$ cat src/rtl/dpram_port_master.sv
// dpram_port_master
//   Initiator for one port of a dual-port block RAM (ce/we/addr/write/read).
//   A fill command writes seed+k to base+k for k = 0..len. A check command
//   reads the same range back and counts words that differ from seed+k.
//   One RAM access per clock. Addresses wrap modulo 2**ADDR_W.
//
// Ports
//   clk, rst_n              clock (rising edge), asynchronous active-low reset
//   cmd_valid/cmd_ready     command handshake (ready only while idle)
//   cmd_write               1 = fill, 0 = check
//   cmd_base/len/seed       first address, access count - 1, pattern start
//   abort                   cancel the running command (ignored while idle)
//   mem_ce/we/addr/write    RAM port outputs (all registered)
//   mem_read                RAM read data, valid RD_LAT clocks after mem_ce
//   busy                    command running or draining reads
//   done                    one-cycle pulse on normal completion
//   err_count               saturating mismatch count of the last check
//
// Optional feature: define ERR_CAPTURE_EN to add err_addr/err_data, which
// capture the address and read value of the first mismatch of a check.

module dpram_port_master #(
  parameter int ADDR_W = 12,
  parameter int DATA_W = 16,
  parameter int RD_LAT = 1
) (
  input  logic              clk,
  input  logic              rst_n,
  input  logic              cmd_valid,
  output logic              cmd_ready,
  input  logic              cmd_write,
  input  logic [ADDR_W-1:0] cmd_base,
  input  logic [ADDR_W-1:0] cmd_len,
  input  logic [DATA_W-1:0] cmd_seed,
  input  logic              abort,
  output logic              mem_ce,
  output logic              mem_we,
  output logic [ADDR_W-1:0] mem_addr,
  output logic [DATA_W-1:0] mem_write,
  input  logic [DATA_W-1:0] mem_read,
  output logic              busy,
  output logic              done,
  output logic [ADDR_W:0]   err_count
`ifdef ERR_CAPTURE_EN
  ,
  output logic [ADDR_W-1:0] err_addr,
  output logic [DATA_W-1:0] err_data
`endif
);

  typedef enum logic [1:0] {S_IDLE, S_RUN, S_DRAIN, S_DONE} state_t;

  state_t              state_q;
  logic                cmd_ready_q, busy_q, done_q;
  logic                mem_ce_q, mem_we_q;
  logic [ADDR_W-1:0]   mem_addr_q, len_q, cnt_q;
  logic [DATA_W-1:0]   mem_write_q;
  logic                wr_q;
  logic [2:0]          dcnt_q;

  logic                accept, flush, rd_issue, cmp_hit;
  logic [RD_LAT:1]               vld_pipe_q;
  logic [RD_LAT:1][DATA_W-1:0]   exp_pipe_q;
  logic [ADDR_W:0]     err_q;

  assign accept   = (state_q == S_IDLE) && cmd_valid;
  // abort wins over everything except an accept in the same cycle
  assign flush    = abort && (state_q != S_IDLE);
  // mem_write_q carries seed+k on reads too, so it doubles as the expected value
  assign rd_issue = mem_ce_q && !mem_we_q;
  assign cmp_hit  = vld_pipe_q[RD_LAT] && (mem_read != exp_pipe_q[RD_LAT]);

  // Control FSM with registered RAM-port and status outputs
  always_ff @(posedge clk or negedge rst_n) begin
    if (!rst_n) begin
      state_q     <= S_IDLE;
      cmd_ready_q <= 1'b1;
      busy_q      <= 1'b0;
      done_q      <= 1'b0;
      mem_ce_q    <= 1'b0;
      mem_we_q    <= 1'b0;
      mem_addr_q  <= '0;
      mem_write_q <= '0;
      wr_q        <= 1'b0;
      len_q       <= '0;
      cnt_q       <= '0;
      dcnt_q      <= '0;
    end else begin
      done_q <= 1'b0;
      case (state_q)
        S_IDLE: if (cmd_valid) begin
          state_q     <= S_RUN;
          cmd_ready_q <= 1'b0;
          busy_q      <= 1'b1;
          wr_q        <= cmd_write;
          len_q       <= cmd_len;
          cnt_q       <= '0;
          mem_ce_q    <= 1'b1;
          mem_we_q    <= cmd_write;
          mem_addr_q  <= cmd_base;
          mem_write_q <= cmd_seed;
        end
        S_RUN: begin
          if (cnt_q == len_q) begin
            mem_ce_q <= 1'b0;
            mem_we_q <= 1'b0;
            if (wr_q) begin
              state_q <= S_DONE;
              done_q  <= 1'b1;
              busy_q  <= 1'b0;
            end else begin
              state_q <= S_DRAIN;
              dcnt_q  <= '0;
            end
          end else begin
            cnt_q       <= cnt_q + ADDR_W'(1);
            mem_addr_q  <= mem_addr_q + ADDR_W'(1);
            mem_write_q <= mem_write_q + DATA_W'(1);
          end
        end
        // wait for the last read to come back and be compared
        S_DRAIN: begin
          if (dcnt_q == 3'(RD_LAT - 1)) begin
            state_q <= S_DONE;
            done_q  <= 1'b1;
            busy_q  <= 1'b0;
          end else begin
            dcnt_q <= dcnt_q + 3'd1;
          end
        end
        S_DONE: begin
          state_q     <= S_IDLE;
          cmd_ready_q <= 1'b1;
        end
        default: state_q <= S_IDLE;
      endcase
      if (flush) begin
        state_q     <= S_IDLE;
        cmd_ready_q <= 1'b1;
        busy_q      <= 1'b0;
        done_q      <= 1'b0;
        mem_ce_q    <= 1'b0;
        mem_we_q    <= 1'b0;
      end
    end
  end

  // Read-compare pipe: stage i is valid i cycles after the read was issued
  always_ff @(posedge clk or negedge rst_n) begin
    if (!rst_n) begin
      vld_pipe_q <= '0;
      exp_pipe_q <= '0;
    end else if (flush) begin
      vld_pipe_q <= '0;
    end else begin
      vld_pipe_q[1] <= rd_issue;
      exp_pipe_q[1] <= mem_write_q;
      for (int i = 2; i <= RD_LAT; i++) begin
        vld_pipe_q[i] <= vld_pipe_q[i-1];
        exp_pipe_q[i] <= exp_pipe_q[i-1];
      end
    end
  end

  always_ff @(posedge clk or negedge rst_n) begin
    if (!rst_n)
      err_q <= '0;
    else if (accept)
      err_q <= '0;
    else if (cmp_hit && !flush && (err_q != '1))
      err_q <= err_q + (ADDR_W+1)'(1);
  end

`ifdef ERR_CAPTURE_EN
  logic [RD_LAT:1][ADDR_W-1:0] adr_pipe_q;
  logic [ADDR_W-1:0]           err_addr_q;
  logic [DATA_W-1:0]           err_data_q;
  logic                        seen_q;

  always_ff @(posedge clk or negedge rst_n) begin
    if (!rst_n) begin
      adr_pipe_q <= '0;
      err_addr_q <= '0;
      err_data_q <= '0;
      seen_q     <= 1'b0;
    end else begin
      adr_pipe_q[1] <= mem_addr_q;
      for (int i = 2; i <= RD_LAT; i++) adr_pipe_q[i] <= adr_pipe_q[i-1];
      if (accept) begin
        err_addr_q <= '0;
        err_data_q <= '0;
        seen_q     <= 1'b0;
      end else if (cmp_hit && !flush && !seen_q) begin
        err_addr_q <= adr_pipe_q[RD_LAT];
        err_data_q <= mem_read;
        seen_q     <= 1'b1;
      end
    end
  end

  assign err_addr = err_addr_q;
  assign err_data = err_data_q;
`endif

  assign cmd_ready = cmd_ready_q;
  assign busy      = busy_q;
  assign done      = done_q;
  assign mem_ce    = mem_ce_q;
  assign mem_we    = mem_we_q;
  assign mem_addr  = mem_addr_q;
  assign mem_write = mem_write_q;
  assign err_count = err_q;

endmodule
$ cat config.mk
export PLATFORM = sky130hd
export DESIGN_NAME = dpram_port_master
export DESIGN_NICKNAME = d
export VERILOG_FILES = /design/src/rtl/dpram_port_master.sv
export SDC_FILE = /design/constraint.sdc
export NUM_CORES = 1
export LEC_CHECK = 0
export CAP_MARGIN = 0
export CORE_ASPECT_RATIO = 0.7
export CORE_MARGIN = 1.5
export CORE_UTILIZATION = 45
export CTS_BUF_LIST = sky130_fd_sc_hd__clkbuf_4
export DETAILED_ROUTE_END_ITERATION = 10
export PLACE_DENSITY = 0.76
export SLEW_MARGIN = 0
export SYNTH_ARGS = -nofsm -noshare
export SYNTH_HDL_FRONTEND = slang
export SYNTH_SLANG_ARGS = --single-unit
export TNS_END_PERCENT = 20
$ cat constraint.sdc
create_clock -name clk -period 2.8 [get_ports clk]
set_input_delay 0.56 -clock clk [delete_from_list [all_inputs] [get_ports clk]]
set_output_delay 0.56 -clock clk [all_outputs]
set_load 0.02 [all_outputs]
==> results by group <==
Clock tree
  • Longest Clk Path Bufs: 2
  • Count of cells resized by post-cts repair: 0
  • Count of hold buffers inserted by post-cts repair: 0
  • # H-tree levels: 3
  • Clock-pin slew on the worst setup and hold paths: between 0.15 and 0.2 ns
  • Setup Fix Bufs, Post-CTS: 0
  • Clock tree from TritonCTS: built
  • Insertion delay of the later-clocked pin in the worst-skew pair: about 0.48 ns
  • CTS Root Buffer Type: sky130_fd_sc_hd__clkbuf_4
  • Number of clock sinks: 93
  • Number of buffers created by CTS: 9

Placement
  • Sum of net half-perimeters after detailed placement: between 10000 and 15000 µm
  • Count of input and output buffers: between 100 and 150
  • Dpl cells: just under 900
  • Worst-case setup slack after placement: -0.169 ns
  • Gpl congestion: a little under 0.9
  • Placed instance area: between 0.006 and 0.007 mm²

Drt
  • Total via count in the routed design: ~5.0k
  • DRC errors left: 0
  • Total routed wirelength: between 10000 and 15000 µm
  • Post-detailed-route wirelength per cell: 16.8 µm
  • Drt first-iter violations: 365
  • Via density per instance: approximately 5.7
  • Antenna-violating nets left: 0
  • Detailed-router iteration count before antenna repair: 5

Synth
  • Largest area contributor in the synthesized netlist: sky130_fd_sc_hd__dfrtp_1
  • Synthesized instance count: ~630
  • Dominant register cell in the synthesized netlist: sky130_fd_sc_hd__dfrtp_1
  • Yosys warning count: 0
  • Cell area after technology mapping: roughly 0.0054 mm²
  • EDFF count, synth: 0
  • Async S/R FF share, synth: 1.00
  • Synth Net Count: between 600 and 700
  • Flip-flop and latch count after synthesis: between 90 and 100
  • Distinct cell type count of the synthesized netlist: 64
  • Sequential element share of the synthesized area: 0.429
  • Top-area cell type share of the netlist area: 0.424
  • Synth Area per Inst: 8.67 µm²
  • Largest cells by area after synthesis: sky130_fd_sc_hd__dfrtp_1, sky130_fd_sc_hd__nand2_1, sky130_fd_sc_hd__xnor2_1

Global route
  • Aggregate global-route resource usage: 0.243
  • Total congestion overflow after global routing: 0
  • Initial antenna violation count: 0
  • Global-route wire length before repair: 24100 µm
  • Vias in the first global route: roughly 5k
  • Largest net degree at the start of global routing: 53

Setup path
  • Element type at the critical path start: flop
  • Reg2Reg Depth: 7
  • Chain of cells forming the critical path: ha_1 -> and2_1 -> and3_1 -> and3_1 -> nor3_4 -> a31oi_1 -> a41o_1
  • FF-to-FF End: err_count[7]
  • Maximum fanout count along the critical path: 20
  • Startpoint of the lowest-slack register-to-register path: err_count[0]
  • Cell with the biggest individual delay on the critical path: sky130_fd_sc_hd__nor3_4
  • Maximum single-stage delay on the critical path: around 0.56 ns
  • Type of the setup path with the least slack: flop to flop
  • Cell repeated most along the worst path: sky130_fd_sc_hd__and3_1
  • Type of destination of the critical path: flop
  • Required @ worst endpoint: between 3 and 4 ns
  • WP data arrival: between 2 and 3 ns
  • Internal reg-to-reg setup slack: 0.32 ns
  • Origin of the worst setup path: err_count[0]

Power and ir drop
  • Highest ir drop seen on vdd: around 560 µV
  • Power per Cell Area: between 900 and 1000 mW/mm²
  • Final total power: between 0.006 and 0.007 W
  • P_leak: approximately 2.9 nW

Timing
  • Setup repair after global routing missed its margin: no
  • Tightest slew margin relative to the limit: 0.520
  • Transition time at the pin with the least slew margin: about 0.72 ns
  • Final setup fails: 0
  • Final critical-path share of the clock period: 0.885
  • Final critical-path required period: 2.48 ns
  • Post-layout worst setup margin: ~0.32 ns
  • Total negative slack: 0 ns
  • Top achievable clock speed: 403 MHz
  • Max Clock Skew: 0.0221 ns
  • Number of hold-slack violations in the final timing report: 0
  • Max Transition Viols Final: 0

Layout
  • Area added between synthesis and finish: 25.2%
  • Final Instance Area: 0.00680 mm²
  • Final std cells w/o fill: a little under 900
  • Net count, final: 794
  • Layout cell share with drive strength beyond 1: 0.0715

Run status
  • Result of the run: finished clean

Flow run
  • Max cap viols: 0

Floorplan
  • Num rows: 33
  • Core region area: 0.0117 mm²
  • DIE AREA: about 0.013 mm²
  • I/O pins: 107
  • Initial cell density of the core: 0.463
  • Horiz. Die Dim: approximately 130 µm
  • Die H: around 95 µm

Worst hold path
  • Type of the most critical hold path: input port to async pin
==> how the worst max path moves through the flow <==
stage | endpoint | slack [ns] | cells after the start
after floorplan | err_count[10] | 0.75 | 9
after CTS | err_count[7] | 0.03 | 7
after detailed placement | err_count[11] | -0.17 | 8
after global placement | err_count[7] | -0.04 | 8
after global routing | mem_write[11] | 0.14 | 9
final | err_count[7] | 0.32 | 7
==> metal layers <==
layer	vias up	global-route usage	wire length (µm)
li1	2413	-	-
met2	184	0.387	6690
met1	2416	0.319	6870
met3	22	0.0709	1080
met4	0	0.0815	254
met5	-	0	0
==> area by class of cell <==
cell class / count / area (µm²)
clock buffer: 10 / 75.1
multi-input combinational: 483 / 2890
tap: 157 / 196
inverter: 11 / 41.3
sequential: 93 / 2330
antenna: 1 / 2.50
timing repair buffer: 124 / 1220
clock inverter: 6 / 47.5
fill: 1061 / 4930
==> layout by cell type (no fill, tap or decap), types with 4 or more instances in the layout <==
cell type,Yosys,routed
sky130_fd_sc_hd__a31oi_1,9,9
sky130_fd_sc_hd__and3_1,15,15
sky130_fd_sc_hd__clkdlybuf4s50_1,0,105
sky130_fd_sc_hd__a211oi_1,4,4
sky130_fd_sc_hd__nor2_1,41,41
sky130_fd_sc_hd__nand4_1,14,14
sky130_fd_sc_hd__o22ai_1,15,15
sky130_fd_sc_hd__mux2i_1,16,16
sky130_fd_sc_hd__a41o_1,4,4
sky130_fd_sc_hd__nand2b_1,11,11
sky130_fd_sc_hd__nand2_1,137,137
sky130_fd_sc_hd__a22o_1,4,4
sky130_fd_sc_hd__clkinvlp_4,0,4
sky130_fd_sc_hd__nand3_1,24,24
sky130_fd_sc_hd__xnor2_1,37,37
sky130_fd_sc_hd__dfrtp_1,92,92
sky130_fd_sc_hd__a31o_2,4,4
sky130_fd_sc_hd__o22a_1,8,8
sky130_fd_sc_hd__buf_4,3,17
sky130_fd_sc_hd__nor3_1,9,9
sky130_fd_sc_hd__clkbuf_4,0,10
sky130_fd_sc_hd__and2_1,7,7
sky130_fd_sc_hd__inv_1,10,10
sky130_fd_sc_hd__ha_1,11,10
sky130_fd_sc_hd__a21oi_1,42,42
sky130_fd_sc_hd__o21ai_0,14,14
==> worst max-delay path, delay by kind of cell, from the launching register on <==
family / cells / cell delay [ns]
AO/OA/AOI/OAI: 2 / 0.42
flip-flops: 1 / 0.46
AND/OR/NAND/NOR: 4 / 1.25
adder cells (fa/ha/maj): 1 / 0.25
==> logic make-up after synthesis <==
logic type / after synthesis / share of synthesized area
and+or+nand+nor: 281 / 0.243
AOI/OAI and AO/OA: 135 / 0.167
DFF: 93 / 0.429
buffers and inverters: 50 / 0.0408
xor gates and xnor gates: 37 / 0.0597
muxes: 19 / 0.0357
adders and majority gates: 11 / 0.0254
==> cells in the mapped netlist (3+ instances only) <==
cell                       instances
sky130_fd_sc_hd__inv_1            10
sky130_fd_sc_hd__nand4_1          14
sky130_fd_sc_hd__a31o_2            4
sky130_fd_sc_hd__buf_1             3
sky130_fd_sc_hd__and2_1            7
sky130_fd_sc_hd__a41oi_1           3
sky130_fd_sc_hd__o22ai_1          15
sky130_fd_sc_hd__a311oi_1          3
sky130_fd_sc_hd__clkbuf_1         25
sky130_fd_sc_hd__or3_1             3
sky130_fd_sc_hd__buf_2             6
sky130_fd_sc_hd__nand2_1         137
sky130_fd_sc_hd__a21oi_1          42
sky130_fd_sc_hd__mux2_2            3
sky130_fd_sc_hd__nor3_2            3
sky130_fd_sc_hd__o22a_1            8
sky130_fd_sc_hd__o21ai_0          14
sky130_fd_sc_hd__a22oi_1           3
sky130_fd_sc_hd__a41o_1            4
sky130_fd_sc_hd__and3_1           15
sky130_fd_sc_hd__nor4_1            3
sky130_fd_sc_hd__a31oi_1           9
sky130_fd_sc_hd__buf_4             3
sky130_fd_sc_hd__mux2i_1          16
sky130_fd_sc_hd__a211oi_1          4
sky130_fd_sc_hd__nor3b_1           3
sky130_fd_sc_hd__a22o_1            4
sky130_fd_sc_hd__dfrtp_1          92
sky130_fd_sc_hd__nor3_1            9
sky130_fd_sc_hd__nand3_1          24
sky130_fd_sc_hd__nand2b_1         11
sky130_fd_sc_hd__ha_1             11
sky130_fd_sc_hd__xnor2_1          37
sky130_fd_sc_hd__and4_1            3
sky130_fd_sc_hd__nor2_1           41
==> power breakdown <==
group	internal [W]	leakage, nW	switching (W)
clock	0.000196	0.0553	0.000491
combinational	0.00155	1.69	0.00199
sequential	0.00184	1.15	0.000623
total	0.00359	2.90	0.00310
==> metrics by stage <==
stage                      util  hold slack (ns)
final                     0.580            0.107
after global placement    0.568            0.472
after CTS                 0.579            0.119
after global routing      0.579            0.130
after floorplan               -            0.264
after detailed placement  0.568            0.479
==> registers in the layout, indices dropped and copies added (netlist names) <==
register	flops
mem_addr	12
wr_q	1
vld_pipe_q	1
cnt_q	12
dcnt_q	3
mem_ce	1
exp_pipe_q	16
len_q	12
err_count	13
mem_write	16
cmd_ready	1
state_q	2
busy	1
mem_we	1
done	1
Power figures use the tool's default switching activity.
==> RTL edit, RTL diff (same settings) <==
Set the parameter `ADDR_W` to 11 (it was 12).
--- a/src/rtl/dpram_port_master.sv
+++ b/src/rtl/dpram_port_master.sv
@@ -21,5 +21,5 @@
 
 module dpram_port_master #(
-  parameter int ADDR_W = 12,
+  parameter int ADDR_W = 11,
   parameter int DATA_W = 16,
   parameter int RD_LAT = 1
Ports: changed (resized cmd_base, cmd_len, err_count and mem_addr); port bits go from 107 to 103. The function was not compared with the original's and may differ.
==> RTL edit against the unedited design <==
Routed wire length fell by 4.4%. Sequential cell count fell by 4. Final area fell by 4.2%. Clock skew rose by 0.0048 ns. Area after synthesis fell by 3.9%. Total power fell by 5.1%. Critical endpoint is now cnt_q[4]. Setup slack got worse by 0.10 ns. Core utilization rose by 0.33 points.
==> RTL edit: results <==
export IMPL_status="finished clean"
export IMPL_nNetsFinal=766
export IMPL_antenna_found_initial=0
export IMPL_syn_inst=605
export IMPL_p_leak_nw=2.76
export IMPL_firstDrtPassIters=6
export IMPL_dp_hpwl_microns=10200
export IMPL_gp_congestion=0.831
export IMPL_first_global_vias=4804
export IMPL_grtUsageTotal=0.242
export IMPL_async_flop_share=1.00
export IMPL_final_cells=854
export IMPL_numCtsBuffers=9
export IMPL_ys_top_cells_by_area="dfrtp_1, nand2_1, nand3_1"
export IMPL_drt_iter0_drc=388
export IMPL_hold_class="in2async"
export IMPL_cp_max_fo=19
export IMPL_synth_nets=675
export IMPL_cp_arrival_ns=2.96
export IMPL_ctsResizeCount=0
export IMPL_path_delay_family="simple AND/OR/NAND/NOR gates"
export IMPL_max_vdd_ir_drop_v=0.000516
export IMPL_grt_first_pass_wirelength_microns=23800
export IMPL_wl_microns=14200
export IMPL_antennaDiodeCount=0
export IMPL_synthDistinctLibCells=62
export IMPL_drive_gt1_frac=0.0642
export IMPL_cts_root_buffer="clkbuf_4"
export IMPL_synth_common_cells="nand2_1, dfrtp_1, nand3_1"
export IMPL_ys_warn_count=0
export IMPL_tightest_slew_ns=0.690
export IMPL_dp_slack_ns=0.138
export IMPL_placed_cells=838
export IMPL_skew_ns=0.0269
export IMPL_cpPeakStageDelay_ns=0.49
export IMPL_io_buffers=102
export IMPL_postCtsSetupRepairBufs=0
export IMPL_grt_start_max_net_pins=49
export IMPL_clk_pin_slew_worst_paths_ns=0.16
export IMPL_crit_path_top_delay_cell="dfrtp_1"
export IMPL_vias=4894
export IMPL_ys_seq_area_frac=0.427
export IMPL_filler_cell_count=961
export IMPL_clock_latency_ns=0.48
export IMPL_cts_htree_levels=3
export IMPL_synthFlopType="dfrtp_1"
==> RTL edit: cell types whose count changed in the layout (fill, tap and decap cells not counted), moves of 8 or more <==
cell and delta:
nand3_1 +13, nor2_1 -10, and3_1 -8, xnor2_1 -19, xor2_1 +11, nand2_1 -12, o21ai_1 +12
==> RTL edit: area by class of cell <==
class                           count  area share
Tap cell                          153      0.0294
Inverter                           14     0.00807
Timing Repair Buffer              120       0.179
Sequential cell                    89       0.342
Clock buffer                        9      0.0104
Clock inverter                      7     0.00730
Multi-Input combinational cell    462       0.424
==> RTL edit: routing by layer <==
metal | part of all wire | track usage | up-vias
li1 | - | - | 2346
met5 | 0 | 0 | -
met4 | 0.012 | 0.0639 | 0
met1 | 0.46 | 0.332 | 2352
met2 | 0.45 | 0.383 | 180
met3 | 0.077 | 0.0623 | 16
==> RTL edit: worst reg2reg max path, cell delays in order, from the launching register on <==
cell and delay, ns:
dfrtp_1 0.49, inv_1 0.17, ha_2 0.44, inv_1 0.10, o21ai_1 0.32, nand2_1 0.36
or3_1 0.45, a21oi_1 0.16
==> RTL edit: worst paths after layout <==
kind,from,endpoint,slack (ns),cells after the start
worst max-delay path,state_q[1],cnt_q[4],0.22,7
worst min-delay path,rst_n,mem_write[9],0.07,1
worst max register to register,state_q[1],cnt_q[4],0.22,7
worst min register to register,mem_we,vld_pipe_q,0.48,1
max in group asynchronous,rst_n,cnt_q[4],2.04,2
min in group clk,mem_we,vld_pipe_q,0.48,1
==> RTL edit: where the power goes <==
part	switching [mW]	leakage (nW)	internal (mW)
logic	1.86	1.60	1.45
clock network	0.471	0.0516	0.178
registers	0.626	1.11	1.76
==> RTL edit: metrics by stage <==
stage | hold slack (ns) | power (mW) | cell area (sq um) | utilization
2_1_floorplan | 0.264 | 4.47 | 5220 | -
3_3_place_gp | 0.468 | 5.58 | 6400 | 0.573
3_5_place_dp | 0.473 | 5.70 | 6400 | 0.573
4_1_cts | 0.0683 | 6.35 | 6510 | 0.583
5_1_grt | 0.0833 | 6.83 | 6510 | 0.583
6_report | 0.0701 | 6.35 | 6510 | 0.583
==> RTL edit: logic make-up (layout without fill, tap and decap cells) <==
group	count (synthesis)	after routing	synth area share
AO/OA/AOI/OAI	124	124	0.156
flip-flops	89	89	0.427
buffers and inverters	54	150	0.0446
adder cells (fa/ha/maj)	11	11	0.0264
multiplexers	17	17	0.0333
XOR/XNOR	30	30	0.0518
AND/OR/NAND/NOR	280	280	0.260
